### src/rtl/condicionador_entrada.sv
// Purpose: synchronize and debounce a push-button, capture a BCD digit from switches on each press.
// Latency: button held from before edge E0 -> insere/erro pulse after edge E(DEBOUNCE_CYCLES+1).
// Backpressure: none; insere/erro are single-cycle strobes the downstream lock must take as they come.
module condicionador_entrada #(
    parameter int DEBOUNCE_CYCLES = 4
) (
    input  logic       clk,
    input  logic       reset,
    input  logic       botao,
    input  logic [4:1] chaves,
    output logic       insere,
    output logic [4:1] numero,
    output logic       erro
);

    // Counter only has to reach DEBOUNCE_CYCLES-1, but size it for the full value.
    localparam int                CNT_W   = (DEBOUNCE_CYCLES < 2) ? 1 : $clog2(DEBOUNCE_CYCLES + 1);
    localparam logic [CNT_W-1:0]  CNT_MAX = CNT_W'(DEBOUNCE_CYCLES - 1);
    localparam logic [3:0]        MAX_BCD = 4'd9;

    // Two-flop synchronizers: _m is the metastability stage, _s the usable sample.
    logic             botao_m_q,  botao_m_d;
    logic             botao_s_q,  botao_s_d;
    logic [4:1]       chaves_m_q, chaves_m_d;
    logic [4:1]       chaves_s_q, chaves_s_d;

    // Debounce state.
    logic             estavel_q,  estavel_d;
    logic [CNT_W-1:0] cnt_q,      cnt_d;

    // Registered outputs.
    logic             insere_q,   insere_d;
    logic             erro_q,     erro_d;
    logic [4:1]       numero_q,   numero_d;

    // Asserted on the edge where the debounced level rises 0->1.
    logic             press;

    // Synchronizer next-state: shift the raw inputs through two stages.
    always_comb begin
        botao_m_d  = botao;
        botao_s_d  = botao_m_q;
        chaves_m_d = chaves;
        chaves_s_d = chaves_m_q;
    end

    // Debounce: the stable level only moves after DEBOUNCE_CYCLES consecutive disagreeing samples.
    always_comb begin
        estavel_d = estavel_q;
        cnt_d     = cnt_q;
        press     = 1'b0;
        if (botao_s_q == estavel_q) begin
            cnt_d = '0;
        end else if (cnt_q == CNT_MAX) begin
            estavel_d = botao_s_q;
            cnt_d     = '0;
            // Only the rising transition is a press; release is silent.
            press     = botao_s_q;
        end else begin
            cnt_d = cnt_q + 1'b1;
        end
    end

    // Press classification: valid BCD digit is captured, anything above 9 flags an error.
    always_comb begin
        insere_d = 1'b0;
        erro_d   = 1'b0;
        numero_d = numero_q;
        if (press) begin
            if (chaves_s_q <= MAX_BCD) begin
                insere_d = 1'b1;
                numero_d = chaves_s_q;
            end else begin
                erro_d   = 1'b1;
            end
        end
    end

    // State register with synchronous reset taking priority over every update.
    always_ff @(posedge clk) begin
        if (reset) begin
            botao_m_q  <= 1'b0;
            botao_s_q  <= 1'b0;
            chaves_m_q <= 4'b0000;
            chaves_s_q <= 4'b0000;
            estavel_q  <= 1'b0;
            cnt_q      <= '0;
            insere_q   <= 1'b0;
            erro_q     <= 1'b0;
            numero_q   <= 4'b0000;
        end else begin
            botao_m_q  <= botao_m_d;
            botao_s_q  <= botao_s_d;
            chaves_m_q <= chaves_m_d;
            chaves_s_q <= chaves_s_d;
            estavel_q  <= estavel_d;
            cnt_q      <= cnt_d;
            insere_q   <= insere_d;
            erro_q     <= erro_d;
            numero_q   <= numero_d;
        end
    end

    assign insere = insere_q;
    assign erro   = erro_q;
    assign numero = numero_q;

endmodule
### config.mk
export PLATFORM = sky130hd
export DESIGN_NAME = condicionador_entrada
export DESIGN_NICKNAME = d
export VERILOG_FILES = /design/src/rtl/condicionador_entrada.sv
export SDC_FILE = /design/constraint.sdc
export NUM_CORES = 1
export LEC_CHECK = 0
export ABC_AREA = 1
export CORE_AREA = 4 4 41 43
export CTS_BUF_LIST = sky130_fd_sc_hd__clkbuf_2
export DETAILED_ROUTE_END_ITERATION = 16
export DIE_AREA = 0 0 45 47
export HOLD_SLACK_MARGIN = 0.05
export PLACE_DENSITY = 0.78
export SETUP_SLACK_MARGIN = 0.3
export SYNTH_ARGS = -nofsm -noshare
export SYNTH_HDL_FRONTEND = slang
export SYNTH_SLANG_ARGS = --single-unit
### constraint.sdc
create_clock -name clk -period 2.2 [get_ports clk]
set_input_delay 0.44 -clock clk [delete_from_list [all_inputs] [get_ports clk]]
set_output_delay 0.44 -clock clk [all_outputs]
set_load 0.03 [all_outputs]
==> out/metrics.csv <==
stage,metric,value,unit
outcome,outcome,finished clean,
route,Pre-Repair DR Iteration Count,3,
sta,maximum clock frequency,563,MHz
sta,Max Clock Skew,0.000946,ns
logic_synthesis,"Net Count, Synth",92,
sta,RSZ-0062 raised after global routing,no,
logic_synthesis,synth unique cells,18,
pwr,peak supply drop,0.321,mV
cts,# hold bufs at CTS,0,
setup_path,worst-path cell chain,clkdlybuf4s50_1,
pwr,Design Power,0.544,mW
global_routing,number of global-route vias before repair,485,
pwr,power per standard cell area,635,nW/um^2
logic_synthesis,Post-Synthesis Cells,83,
route,drt total wl,993,um
job,Max-Cap Viols,0,
cts,# resized after CTS,0,
sta,Slew Limit Fails,0,
route,Avg WL per Cell,8.79,um
setup_path,crit path launch type,flip-flop,
cts,clock buffer count from CTS,3,
sta,"Hold Vio Cnt, Final",0,
floorplan,Die H,47,um
logic_synthesis,Avg Inst Size Synth,8.44,sq um
cells_and_area,area delta synth->final,22.3,%
sta,Fin Setup TNS,0,ns
floorplan,Boundary Pins,13,
cts,H-Tree Depth,1,
cts,"Reg clk slew, reported paths",0.16,ns
logic_synthesis,Compound-Gate Fraction of Synth Area,0.0446,
global_routing,pin count of the biggest net entering global routing,11,
cts,CTS root buf,clkbuf_2,
placement,Routability Congestion,0.705,
route,DRC,0,
cts,post-CTS setup buffer count,0,
route,Initial DRC Count,3,
cts,CTS tree,done,
pwr,LEAKAGE,0.384,nW
placement,IO buf count,12,
setup_path,Worst EP arrival,1.34,ns
placement,detailed placer's ending HPWL,796,um
floorplan,Die Wd,45,um
cells_and_area,Reg area,400,sq um
logic_synthesis,Synth Area in Simple Gates,0.232,
floorplan,Initial Util,0.538,
setup_path,CP bufs+invs,1,
global_routing,antenna violations before repair,0,
logic_synthesis,post-synthesis adder-cell area fraction,0.0357,
route,number of vias per cell,4.50,
setup_path,CP Data Required Time,1.76,ns
sta,fin crit period,1.78,ns
placement,dpl cells,110,
cells_and_area,Post-Layout Cell Count,113,
setup_path,"CP delay by family, top",buffers and inverters,
logic_synthesis,post-synthesis xor/xnor area fraction,0.0125,
sta,relative slew slack,0.794,
setup_path,CP Capture Type,primary output,
setup_path,Critical-path top delay cell,clkdlybuf4s50_1,
sta,final setup fails,0,
cells_and_area,layout cell share with drive strength beyond 1,0.0918,
setup_path,WS Path Type,reg -> out,
cts,CTS Buffer Depth,2,
route,ANT nets after route,0,
logic_synthesis,Syn. warnings,0,
sta,Final Cycle Share,0.808,
global_routing,GRT Total Usage,0.120,
sta,Worst Tran Pin Value,0.309,ns
setup_path,CP peak stage delay,0.67,ns
logic_synthesis,Mapped Area,701,sq um
logic_synthesis,largest family of logic cells by synthesized area,simple AND/OR/NAND/NOR gates,
logic_synthesis,"Seq/Total Area, Yosys",0.571,
cts,clock latency on the worst-skew pair,0.30,ns
route,vias,509,
cells_and_area,final core utilization,0.659,
cells_and_area,Filler cells,121,
setup_path,Crit Path Max Fanout,2,
logic_synthesis,Yosys reg bits,20,
floorplan,Core Box Area,1300,sq um
hold_path,Hold Path Class,reg -> reg,
cts,clk sinks,20,
floorplan,full die area,2120,sq um
cells_and_area,multi-input logic area,228,sq um
cells_and_area,Nets,109,
floorplan,# rows,13,
logic_synthesis,mux contribution to synthesized area,0,
cells_and_area,ant diodes,0,
global_routing,GRT Residual Overflow,0,
global_routing,first-pass GRT wire length,1.79,mm
[worst paths after layout]
| check | from | to | slack [ns] | cells after the start |
|---|---|---|---|---|
| setup / recovery | numero[4]$_SDFFE_PP0P_ | numero[4] | 0.42 | 1 |
| hold / removal | chaves_m_q[1]$_SDFF_PP0_ | chaves_s_q[1]$_SDFF_PP0_ | 0.41 | 2 |
| setup reg to reg | cnt_q[0]$_SDFF_PP0_ | numero[2]$_SDFFE_PP0P_ | 0.95 | 7 |
| hold reg to reg | chaves_m_q[1]$_SDFF_PP0_ | chaves_s_q[1]$_SDFF_PP0_ | 0.41 | 2 |
[synth_stat cells, drive strengths merged]
cell / instances / share of area
o21ai: 3 / 0.037
a21oi: 1 / 0.0071
nand2: 6 / 0.036
inv: 18 / 0.096
nor2: 26 / 0.15
xor2: 1 / 0.013
dfxtp: 20 / 0.57
nand3b: 2 / 0.021
nand3: 2 / 0.014
nor3: 1 / 0.0071
buf: 1 / 0.0071
ha: 2 / 0.036
[through the flow]
stage	hold slack [ns]	setup WS [ns]	area, sq um
after global routing	0.452	0.360	857
final	0.413	0.423	857
after CTS	0.414	0.406	857
after global placement	0.389	0.727	842
after floorplan	0.388	1.07	701
after detailed placement	0.396	0.709	842
[routing by layer]
metal	track usage	wire, um
met2	0.212	493
met4	0.105	23
met1	0.120	405
met3	0.0230	70
met5	0	0
[logic make-up after synthesis]
group,count (synthesis)
XOR/XNOR,1
adder cells (fa/ha/maj),2
AND/OR/NAND/NOR,37
flip-flops,20
buffers and inverters,19
AO/OA/AOI/OAI,4
[tightest hold or removal path, cell delays in order, from the launching register on]
cell     delay [ns]
dfxtp_1        0.33
inv_1          0.04
nor2_1         0.03
[area by class of cell]
| cell class | count | share of cell area |
|---|---|---|
| tap | 15 | 0.0219 |
| timing repair buffer | 13 | 0.149 |
| clock buffer | 3 | 0.0175 |
| inverter | 18 | 0.0788 |
| multi-input combinational | 44 | 0.266 |
| sequential | 20 | 0.467 |
[power by group]
group	total (mW)	leakage (nW)	switching, mW	internal (mW)
Sequential	0.377	0.163	0.00513	0.372
Combinational	0.0296	0.209	0.0130	0.0167
Clock	0.137	0.0125	0.100	0.0372
[cell usage in the layout (no fill, tap or decap)]
cell type        netlist  routed
nor2_1                24      24
dfxtp_1               20      20
inv_1                 17      17
clkdlybuf4s50_1        0      12
nand2_1                5       5
clkbuf_2               0       3
nand3_1                2       2
nand3b_1               2       2
ha_1                   2       2
nor2_4                 1       1
o21ai_4                1       1
nand2_2                1       1
inv_2                  1       1
o21ai_0                1       1
a21oi_1                1       1
xor2_1                 1       1
nor3_1                 1       1
nor2_2                 1       1
o21ai_1                1       1
buf_4                  0       1
[sequential cells by signal, indices dropped and copies added (netlist names)]
signal / flops
botao_m_q: 1
chaves_s_q: 4
cnt_q: 3
chaves_m_q: 4
erro: 1
botao_s_q: 1
estavel_q: 1
numero: 4
insere: 1
Note: power is estimated with default switching activity, not from simulation.
